==> config.mk <==
export PLATFORM = sky130hd
export DESIGN_NAME = sum_stream
export DESIGN_NICKNAME = d
export VERILOG_FILES = /design/src/rtl/sum_stream.sv
export SDC_FILE = /design/constraint.sdc
export NUM_CORES = 1
export LEC_CHECK = 0
export ABC_AREA = 1
export CAP_MARGIN = 10
export CORE_MARGIN = 1.5
export CORE_UTILIZATION = 50
export CTS_BUF_LIST = sky130_fd_sc_hd__clkbuf_2 sky130_fd_sc_hd__clkbuf_4 sky130_fd_sc_hd__clkbuf_8
export DETAILED_ROUTE_END_ITERATION = 12
export GPL_TIMING_DRIVEN = 1
export HOLD_SLACK_MARGIN = 0.06
export PLACE_DENSITY = 0.79
export RECOVER_POWER = 50
export SETUP_SLACK_MARGIN = 0.5
export SYNTH_ARGS = -nofsm -noshare
export SYNTH_HDL_FRONTEND = slang
export SYNTH_SLANG_ARGS = --single-unit
export TNS_END_PERCENT = 1
==> constraint.sdc <==
create_clock -name clk -period 2.1 [get_ports clk]
set_input_delay 0.42 -clock clk [delete_from_list [all_inputs] [get_ports clk]]
set_output_delay 0.42 -clock clk [all_outputs]
set_load 0.05 [all_outputs]
==> src/rtl/sum_stream.sv <==
// ---------------------------------------------------------------------------
// sum_stream
//   Packed-vector to element-stream serializer. Accepts one packed vector of
//   N elements (DW bits each) over a valid/ready handshake, then emits the
//   elements one per output handshake, element 0 first, flagging the last.
//   in_ready is combinational from out_ready on the final beat so that
//   consecutive vectors stream with no bubble (N beats per vector).
//
//   Optional build macro: SUM_STREAM_PSUM_EN
//     Adds out_psum, the running unsigned prefix sum (mod 2^(DW+IW)) of
//     elements 0..out_idx of the vector being streamed.
//
// Ports
//   clk        in   rising-edge clock
//   nreset     in   asynchronous active-low reset
//   in_valid   in   packed vector available
//   in_ready   out  block can accept a vector
//   in_data    in   N*DW packed vector, element i at [i*DW +: DW]
//   out_valid  out  element beat valid
//   out_ready  in   downstream accepts beat
//   out_data   out  current element (DW)
//   out_idx    out  index of current element (IW)
//   out_last   out  current beat is element N-1
//   out_psum   out  running prefix sum (DW+IW), only with SUM_STREAM_PSUM_EN
// ---------------------------------------------------------------------------
module sum_stream #(
    parameter  int N  = 8,
    parameter  int DW = 16,
    localparam int IW = $clog2(N)
) (
    input  logic              clk,
    input  logic              nreset,
    input  logic              in_valid,
    output logic              in_ready,
    input  logic [N*DW-1:0]   in_data,
    output logic              out_valid,
    input  logic              out_ready,
    output logic [DW-1:0]     out_data,
    output logic [IW-1:0]     out_idx,
`ifdef SUM_STREAM_PSUM_EN
    output logic [DW+IW-1:0]  out_psum,
`endif
    output logic              out_last
);

    typedef enum logic {IDLE = 1'b0, BUSY = 1'b1} state_t;

    state_t                  state_q, state_d;
    logic [N-1:0][DW-1:0]    buf_q, buf_d;
    logic [IW-1:0]           idx_q, idx_d;

    logic accept;
    logic xfer;

    assign accept = in_valid & in_ready;
    assign xfer   = out_valid & out_ready;

    // ---------------- state register + datapath registers ----------------
    always_ff @(posedge clk or negedge nreset) begin
        if (!nreset) begin
            state_q <= IDLE;
            buf_q   <= '0;
            idx_q   <= '0;
        end else begin
            state_q <= state_d;
            buf_q   <= buf_d;
            idx_q   <= idx_d;
        end
    end

    // ---------------- next-state logic ----------------
    always_comb begin
        state_d = state_q;
        buf_d   = buf_q;
        idx_d   = idx_q;
        // Acceptance wins over the index step: in BUSY it only happens on
        // the final transfer, where the next vector restarts at element 0.
        if (accept) begin
            buf_d   = in_data;
            idx_d   = '0;
            state_d = BUSY;
        end else if (xfer) begin
            if (out_last) begin
                state_d = IDLE;
            end else begin
                idx_d = idx_q + 1'b1;
            end
        end
    end

    // ---------------- output logic ----------------
    always_comb begin
        in_ready  = 1'b1;
        out_valid = 1'b0;
        out_data  = '0;
        out_idx   = '0;
        out_last  = 1'b0;
        case (state_q)
            IDLE: begin
                in_ready = 1'b1;
            end
            BUSY: begin
                out_valid = 1'b1;
                out_data  = buf_q[idx_q];
                out_idx   = idx_q;
                out_last  = (idx_q == IW'(N - 1));
                // Reload only as the last beat leaves, keeping the stream gapless.
                in_ready  = out_last & out_ready;
            end
            default: begin
                in_ready = 1'b1;
            end
        endcase
    end

`ifdef SUM_STREAM_PSUM_EN
    // Accumulator holds the sum of elements already transferred; the
    // current element is added combinationally so out_psum includes it.
    logic [DW+IW-1:0] acc_q, acc_d;
    logic [DW+IW-1:0] elem_ext;

    assign elem_ext = {{IW{1'b0}}, out_data};

    always_comb begin
        acc_d = acc_q;
        if (accept) begin
            acc_d = '0;
        end else if (xfer) begin
            acc_d = acc_q + elem_ext;
        end
    end

    always_ff @(posedge clk or negedge nreset) begin
        if (!nreset) begin
            acc_q <= '0;
        end else begin
            acc_q <= acc_d;
        end
    end

    assign out_psum = out_valid ? (acc_q + elem_ext) : '0;
`endif

endmodule

# Word-level counts from Yosys, hierarchy flattened
# Index checks and enable logic that the tools add are counted.
# Widths: inputs -> output; s select.
[totals] inputBits=132 out_inout_bits=22 regBits=132
[classes] n_mux=13 eq_ne=2 reduce_logical=4 bitwise_logic=4 addsub=1 order_cmp=1
[ops] op="$bmux 16 s3" n=1
[ops] op="$mux 16" n=2
[ops] op="$mux 3" n=4
[ops] op="$mux 1" n=5
[ops] op="$lt 3x4->1 const B" n=1
[ops] op="$reduce_and 2->1" n=2
[ops] op="$reduce_bool 2->1" n=2
[ops] op="$add 3x1->3 const B" n=1
[ops] op="$and 1x1->1" n=3
[ops] op="$eq 3x3->1 const B" n=1
[ops] op="$ne 2x1->1 const B" n=1
[ops] op="$pmux 1 s2" n=1
[ops] op="$not 1->1" n=1

# Depth between registers and ports, before layout
# Gate-level depths: netlist of run 1.
[logic_depth] depth_word=6 ltp_mapped=8 ltp_nobuf=7

# Least setup slack after synthesis of run 1
# Ideal clock, no wire load.
[synth_path] kind="register to output" startpoint="register state_q" endpoint="output out_data[10]" path_stages_with_launch=6 path_slack_ns=-0.035 required_time_ns=1.680 t_arrival_ns=1.715 path_cell_list="dfrtp_1 > nand2_1 > clkinv_1 > buf_2 > nand2_1 > nand2_1"
[synth_between] elab_chain_len=1
[synth_lines] element="start: declaration" line="48" source="state_t state_q, state_d;"
[synth_lines] element="start signal: assignment" line="65" source="state_q <= state_d;"
[synth_lines] element="$mux 16" line="98" source="case (state_q)"
[synth_lines] element="end: declaration" line="38" source="output logic [DW-1:0] out_data,"
# No other way between the ends.

# Worst setup path in the final report of run 1
[layout_path] startpoint="register idx_q[0]" endpoint="output out_data[11]"
[layout_between] elab_chain_len=3
[layout_lines] element="start: declaration" line="50" source="logic [IW-1:0] idx_q, idx_d;"
[layout_lines] element="start signal: assignment" line="67" source="idx_q <= idx_d;"
[layout_lines] element="$bmux 16 s3" line="104" source="out_data = buf_q[idx_q];"
[layout_lines] element="$mux 16 (not written as such)" line="104"
[layout_lines] element="$mux 16" line="98"
# No other way between the ends. The select of a mux whose other input is x is not followed.

==> metrics.md, run 1 <==
| Metric | Value |
|---|---|
| Max-slew headroom | 49.1% |
| Syn Nets | 1005 |
| Area of the multi-input gates | 3400 sq um |
| Final #Nets | 1160 |
| CP arrival | 1.86 ns |
| Commonest non-fill, non-tap cell in the layout | nand2_1 |
| RSZ-0062 raised after global routing | yes |
| Remaining Overflow, GRT | 0 |
| Port Buffers | 153 |
| Vias in the first global route | 6215 |
| Slew Limit Fails | 0 |
| Largest net degree at the start of global routing | 54 |
| Post-Syn Area per Cell | 8.07 sq um |
| DIE HEIGHT | 122 microns |
| Setup TNS | -2.80 ns |
| Worst Path Required | 1.68 ns |
| PwrDens | 1640 nW/um^2 |
| PnR worst setup slack | -0.184 ns |
| H-tree depth | 4 |
| Boundary pin count | 154 |
| Post-route DRC | 0 |
| Post-Synthesis Cells | 871 |
| Mean number of vias per cell | 5.09 |
| Die area | 14800 sq um |
| Flops & latches, synth | 132 |
| # diodes | 0 |
| Failing checks | setup timing |
| Die W | 122 microns |
| Final period util | 109% |
| Lkg Pwr | 4.71 nW |
| DR vias | 6208 |
| Sw frac | 45.9% |
| Total clock sinks | 132 |
| WL/cell | 16.7 microns |
| Min Clock Period, post-route | 2.28 ns |
| Filler cells | 1009 |
| Routed Antenna Nets | 0 |
| Global-route wire length before repair | 31900 microns |
| Initial antenna violation count | 0 |
| Max cap viols | 0 |
| Setup CP Type | flop to output pin |
| HPWL Detailed | 13100 microns |
| Critical Path Sink Type | output pin |
| CTS buffer count | 17 |
| GRT Overall Usage | 28.7% |
| Drt pass-1 iters | 5 |
| Fin. Hold Viols | 0 |
| CP Launch Type | flop |
| Most frequent cells in the layout | 210 x nand2_1, 135 x inv_1, 130 x clkdlybuf4s50_1 |
| Logic pwr share | 61.7% |
| Net Switching | 7.57 mW |
| Peak supply drop | 1.08 mV |
| Area grow syn2layout | 43.2% |
| Crit path max fanout | 13 |
| Row count | 43 |
| Hold Path Class | flop to flop |
| Gp weighted congestion | 0.859 |
| # setup viols final | 17 |
| Initial drt markers | 506 |
| Yosys warns | 0 |
| Distinct cells, synth | 19 |
| CTS tree | built |
| Clock skew | 0.0138 ns |
| Core area | 13800 sq um |
| Sequential area share after synthesis | 47.0% |
| Worst-Skew Late Latency | 0.45 ns |
| Status | finished with violations |
| Flop pwr share | 25.6% |
| Initial Util | 51.0% |
| Share of cells above drive strength 1 | 37.6% |
| Clk pwr share | 12.7% |
| Sequential Area | 3310 sq um |
| Post-Synthesis Cell Area | 7030 sq um |
| Clk root buf | clkbuf_8 |
| Worst-case clock buffer depth | 2 |
| Int Pwr | 8.93 mW |
| WL final | 20400 microns |
| Max Fclk | 0.438 GHz |
| Measured slew at the worst slew-check pin | 0.763 ns |
| Clock-pin slew on the worst setup and hold paths | 0.08 ns |
| PnR Total Power | 16.5 mW |
[cell families (layout without fill, tap and decap cells)]
group	after synthesis	after routing	synth area share (%)
adders and majority gates	2	2	0.356
AOI/OAI and AO/OA	133	133	15.9
and+or+nand+nor	413	413	23.3
buffers and inverters	191	359	13.4
DFF	132	132	47.0
[sequential cells by signal (all words and copies together), names as in the netlist]
name     cells
buf_q      128
state_q      1
idx_q        3
[synth_stat cells]
cell type    n  area, sq um
a21oi_1      1         5.00
a21oi_4      1         16.3
buf_1        1         3.75
buf_2       16         80.1
buf_4        1         7.51
buf_6       27          304
clkbuf_1     6         22.5
clkinv_1     1         3.75
dfrtp_1    132         3300
ha_1         2         25.0
inv_1      138          518
inv_2        1         3.75
nand2_1    345         1290
nand3_1     64          320
nor2_1       3         11.3
nor2_4       1         11.3
o21ai_0      9         45.0
o21ai_1      5         25.0
o21ai_2    117         1020
[area by class of cell]
class                      count  share of cell area, %
clock buffer                  18                   2.46
clock inverter                14                   1.37
inverter                     140                   5.44
multi-input combinational    548                   33.8
sequential                   132                   32.9
tap                          180                   2.24
timing repair buffer         187                   21.8
[metal layers]
metal  global-route usage (%)  wire length (microns)  vias up
met5                        0                      0        -
met4                     13.8                    901        0
met3                     5.85                   1340       57
met2                     44.5                   9700      254
met1                     38.6                   8410     2919
li1                         -                      -     2978
[critical path: stages, from the launching register on]
cell and delay [ns]:
dfrtp_2 0.46, clkinv_4 0.12, buf_6 0.14, buf_12 0.14, nand2_2 0.08, nand3_2 0.10, nand2_2 0.10, nand2_2 0.06
nand2_4 0.08, buf_8 0.14
[final timing paths]
check	startpoint	end	slack [ns]	cells past startpoint
max in group asynchronous	nreset	state_q$_DFFE_PN0P_	0.17	3
worst min register to register	buf_q[0]$_DFFE_PN0P_	buf_q[0]$_DFFE_PN0P_	0.50	2
worst max-delay path	idx_q[0]$_DFFE_PN0P_	out_data[11]	-0.18	9
worst min-delay path	buf_q[0]$_DFFE_PN0P_	buf_q[0]$_DFFE_PN0P_	0.50	2
worst max register to register	idx_q[0]$_DFFE_PN0P_	buf_q[98]$_DFFE_PN0P_	0.28	8
min in group asynchronous	nreset	buf_q[31]$_DFFE_PN0P_	0.57	2
[power groups by stage]
stage               sequential, mW  combinational [mW]  clock [mW]
floorplan                     4.13                5.91           0
global placement              4.18                7.96           0
detailed placement            4.24                8.11           0
CTS                           4.20                9.47        2.12
global route                  4.33                10.9        2.23
finish                        4.22                10.2        2.10
[timing repair]
action / in CTS / in global routing
hold buffers: 1 / 0
pin swaps: 6 / 24
setup endpoints to repair: 147 / 149
gates cloned: 3 / 0
hold endpoints to repair: 28 / 0
setup buffers: 7 / 0
gates resized for setup: 106 / 122
[stage by stage]
step	std cells	utilization (%)	area [sq um]	worst slack, ns	hold WS [ns]
2_1_floorplan	871	-	7170	0.472	0.124
3_3_place_gp	1176	64.0	8810	0.237	0.322
3_5_place_dp	1176	64.0	8810	0.166	0.324
4_1_cts	1219	70.7	9740	-0.149	0.423
5_1_grt	1219	73.0	10100	-0.248	0.522
6_report	1219	73.0	10100	-0.184	0.505
No activity file was read; power rests on OpenSTA's default activity.
==> inputs of run 2 (changes only) <==
- DONT_BUFFER_PORTS: not set -> 1
- PLACE_DENSITY: 0.79 -> not set
==> run 2 against run 1 <==
The run ends with hold timing, setup timing left. Wire length is 3.8% lower. Maximum frequency grew 3.2%. Via count decreased by 9.2%. Largest cell class unchanged.
==> metrics.md, run 2 (synthesis gave the netlist of run 1 again) <==
| Metric | Value |
|---|---|
| Status | finished with violations |
| Failing checks | hold timing, setup timing |
| Drt pass-1 iters | 5 |
| Fin area | 8860 sq um |
| Worst stage delay on the critical path | 0.47 ns |
| Most frequent cells in the layout | 231 x nand2_1, 134 x inv_1, 128 x dfrtp_1 |
| Clock skew | 0.0104 ns |
| RSZ-0062 raised after global routing | yes |
| Lkg Pwr | 4.26 nW |
| Core area | 13800 sq um |
| Measured slew at the worst slew-check pin | 0.277 ns |
| Worst Path Required | 1.68 ns |
| Biggest register | buf_q |
| Crit path cell chain | ha_2 > ha_4 > a21oi_4 > clkinvlp_4 |
| Hold Path Class | primary input to async pin |
| # diodes | 0 |
| Vias in the first global route | 5773 |
| PwrDens | 1790 nW/um^2 |
| Max cap viols | 0 |
| HPWL Detailed | 13600 microns |
| Fin. Hold Viols | 132 |
| Initial Util | 51.0% |
| Non-Filler Instances | 1089 |
| Share of cells above drive strength 1 | 37.4% |
| Max reg flops | 128 |
| Largest net degree at the start of global routing | 133 |
| WHS | -0.344 ns |
| Max Fclk | 0.452 GHz |
| WL final | 19600 microns |
| PnR worst setup slack | -0.113 ns |
| Final period util | 105% |
| Post-route DRC | 0 |
| CTS buffer count | 17 |
| Peak supply drop | 0.729 mV |
| DR vias | 5638 |
| Die area | 14800 sq um |
| Max-slew headroom | 81.5% |
| PnR Total Power | 15.9 mW |
| Remaining Overflow, GRT | 0 |
| Die W | 122 microns |
| Slew Limit Fails | 0 |
| Gp weighted congestion | 0.861 |
| H-tree depth | 4 |
| Worst-Skew Late Latency | 0.46 ns |
| Slowest cell on crit path | dfrtp_2 |
| Worst-case clock buffer depth | 2 |
| Filler cells | 1205 |
| Mean number of vias per cell | 5.18 |
| Initial antenna violation count | 0 |
| CP Launch Type | flop |
| Clk root buf | clkbuf_8 |
| # setup viols final | 17 |
| Setup CP Type | flop to output pin |
| # placed instances | 1024 |
| Port Buffers | 0 |
| Initial drt markers | 296 |
| Total clock sinks | 132 |
| Global-route wire length before repair | 31300 microns |
| Crit path max fanout | 5 |
| Area grow syn2layout | 26.1% |
| Setup TNS | -1.09 ns |
| Hold_buf cts | 19 |
| Routed Antenna Nets | 0 |
| Row count | 43 |
| GRT Overall Usage | 28.4% |
| Largest registers | buf_q: 128 flops, idx_q: 3 flops, state_q: 1 flops |
| WL/cell | 18.0 microns |
| Min Clock Period, post-route | 2.21 ns |
| Final #Nets | 1030 |
| DIE HEIGHT | 122 microns |
| Clock-pin slew on the worst setup and hold paths | 0.08 ns |
| Boundary pin count | 154 |
| Commonest non-fill, non-tap cell in the layout | nand2_1 |
| Critical Path Sink Type | output pin |
| Placed inst area | 7270 sq um |
| CP arrival | 1.79 ns |
| CTS tree | built |
-- run 2: final timing paths --
| path | start | end | slack (ns) | depth (start not counted) |
|---|---|---|---|---|
| max in group asynchronous | nreset | buf_q[87]$_DFFE_PN0P_ | 2.25 | 0 |
| min in group clk | in_data[8] | buf_q[8]$_DFFE_PN0P_ | 0.08 | 2 |
| hold reg to reg | buf_q[68]$_DFFE_PN0P_ | buf_q[68]$_DFFE_PN0P_ | 0.52 | 2 |
| hold / removal | nreset | buf_q[28]$_DFFE_PN0P_ | -0.34 | 0 |
| setup reg to reg | idx_q[1]$_DFFE_PN0P_ | buf_q[56]$_DFFE_PN0P_ | 0.18 | 9 |
| setup / recovery | idx_q[0]$_DFFE_PN0P_ | in_ready | -0.11 | 4 |
-- run 2: where the power goes --
part           leakage (nW)  total (mW)  internal, mW  switching, mW
combinational          2.47        9.13          3.17           5.95
clock                 0.246        2.54          1.54          0.995
sequential             1.55        4.22          3.83          0.392
total                  4.26        15.9          8.54           7.34
-- run 2: per-stage QoR --
stage                     utilization, %  hold slack, ns  worst slack [ns]
after floorplan                        -           0.124             0.472
after global placement              52.8           0.130             0.299
after detailed placement            52.8           0.129             0.273
after CTS                           62.7          -0.371            -0.117
after global routing                64.3          -0.372            -0.164
final                               64.3          -0.344            -0.113
-- run 2: repair_timing --
action / 4_1_cts / 5_1_grt
endpoints found under the setup margin: 141 / 150
endpoints found under the hold margin: 151 / 132
resized for setup: 148 / 48
cloned: 4 / 1
setup buffers: 9 / 0
pin swaps: 35 / 12
-- run 2: per-layer routing --
metal / global-route usage (%) / part of all wire [%]
met1: 36.7 / 41
met4: 14.0 / 3.9
met3: 6.98 / 7.0
met5: 0 / 0
met2: 44.8 / 48
-- run 2: final cells by class --
cell class                      instances  area [sq um]  area share [%]
Tap cell                              180           225            2.54
Inverter                              140           543            6.13
Clock buffer                           22           297            3.35
Clock inverter                         10           175            1.98
Timing Repair Buffer                   57           860            9.70
Multi-Input combinational cell        548          3450            39.0
Sequential cell                       132          3310            37.3
-- run 2: critical path, delay by kind of cell (launching register included) --
family          cells  cell delay (ns)
buf+inv             1             0.29
fa+ha+maj           2             0.39
compound gates      1             0.18
flops               1             0.47
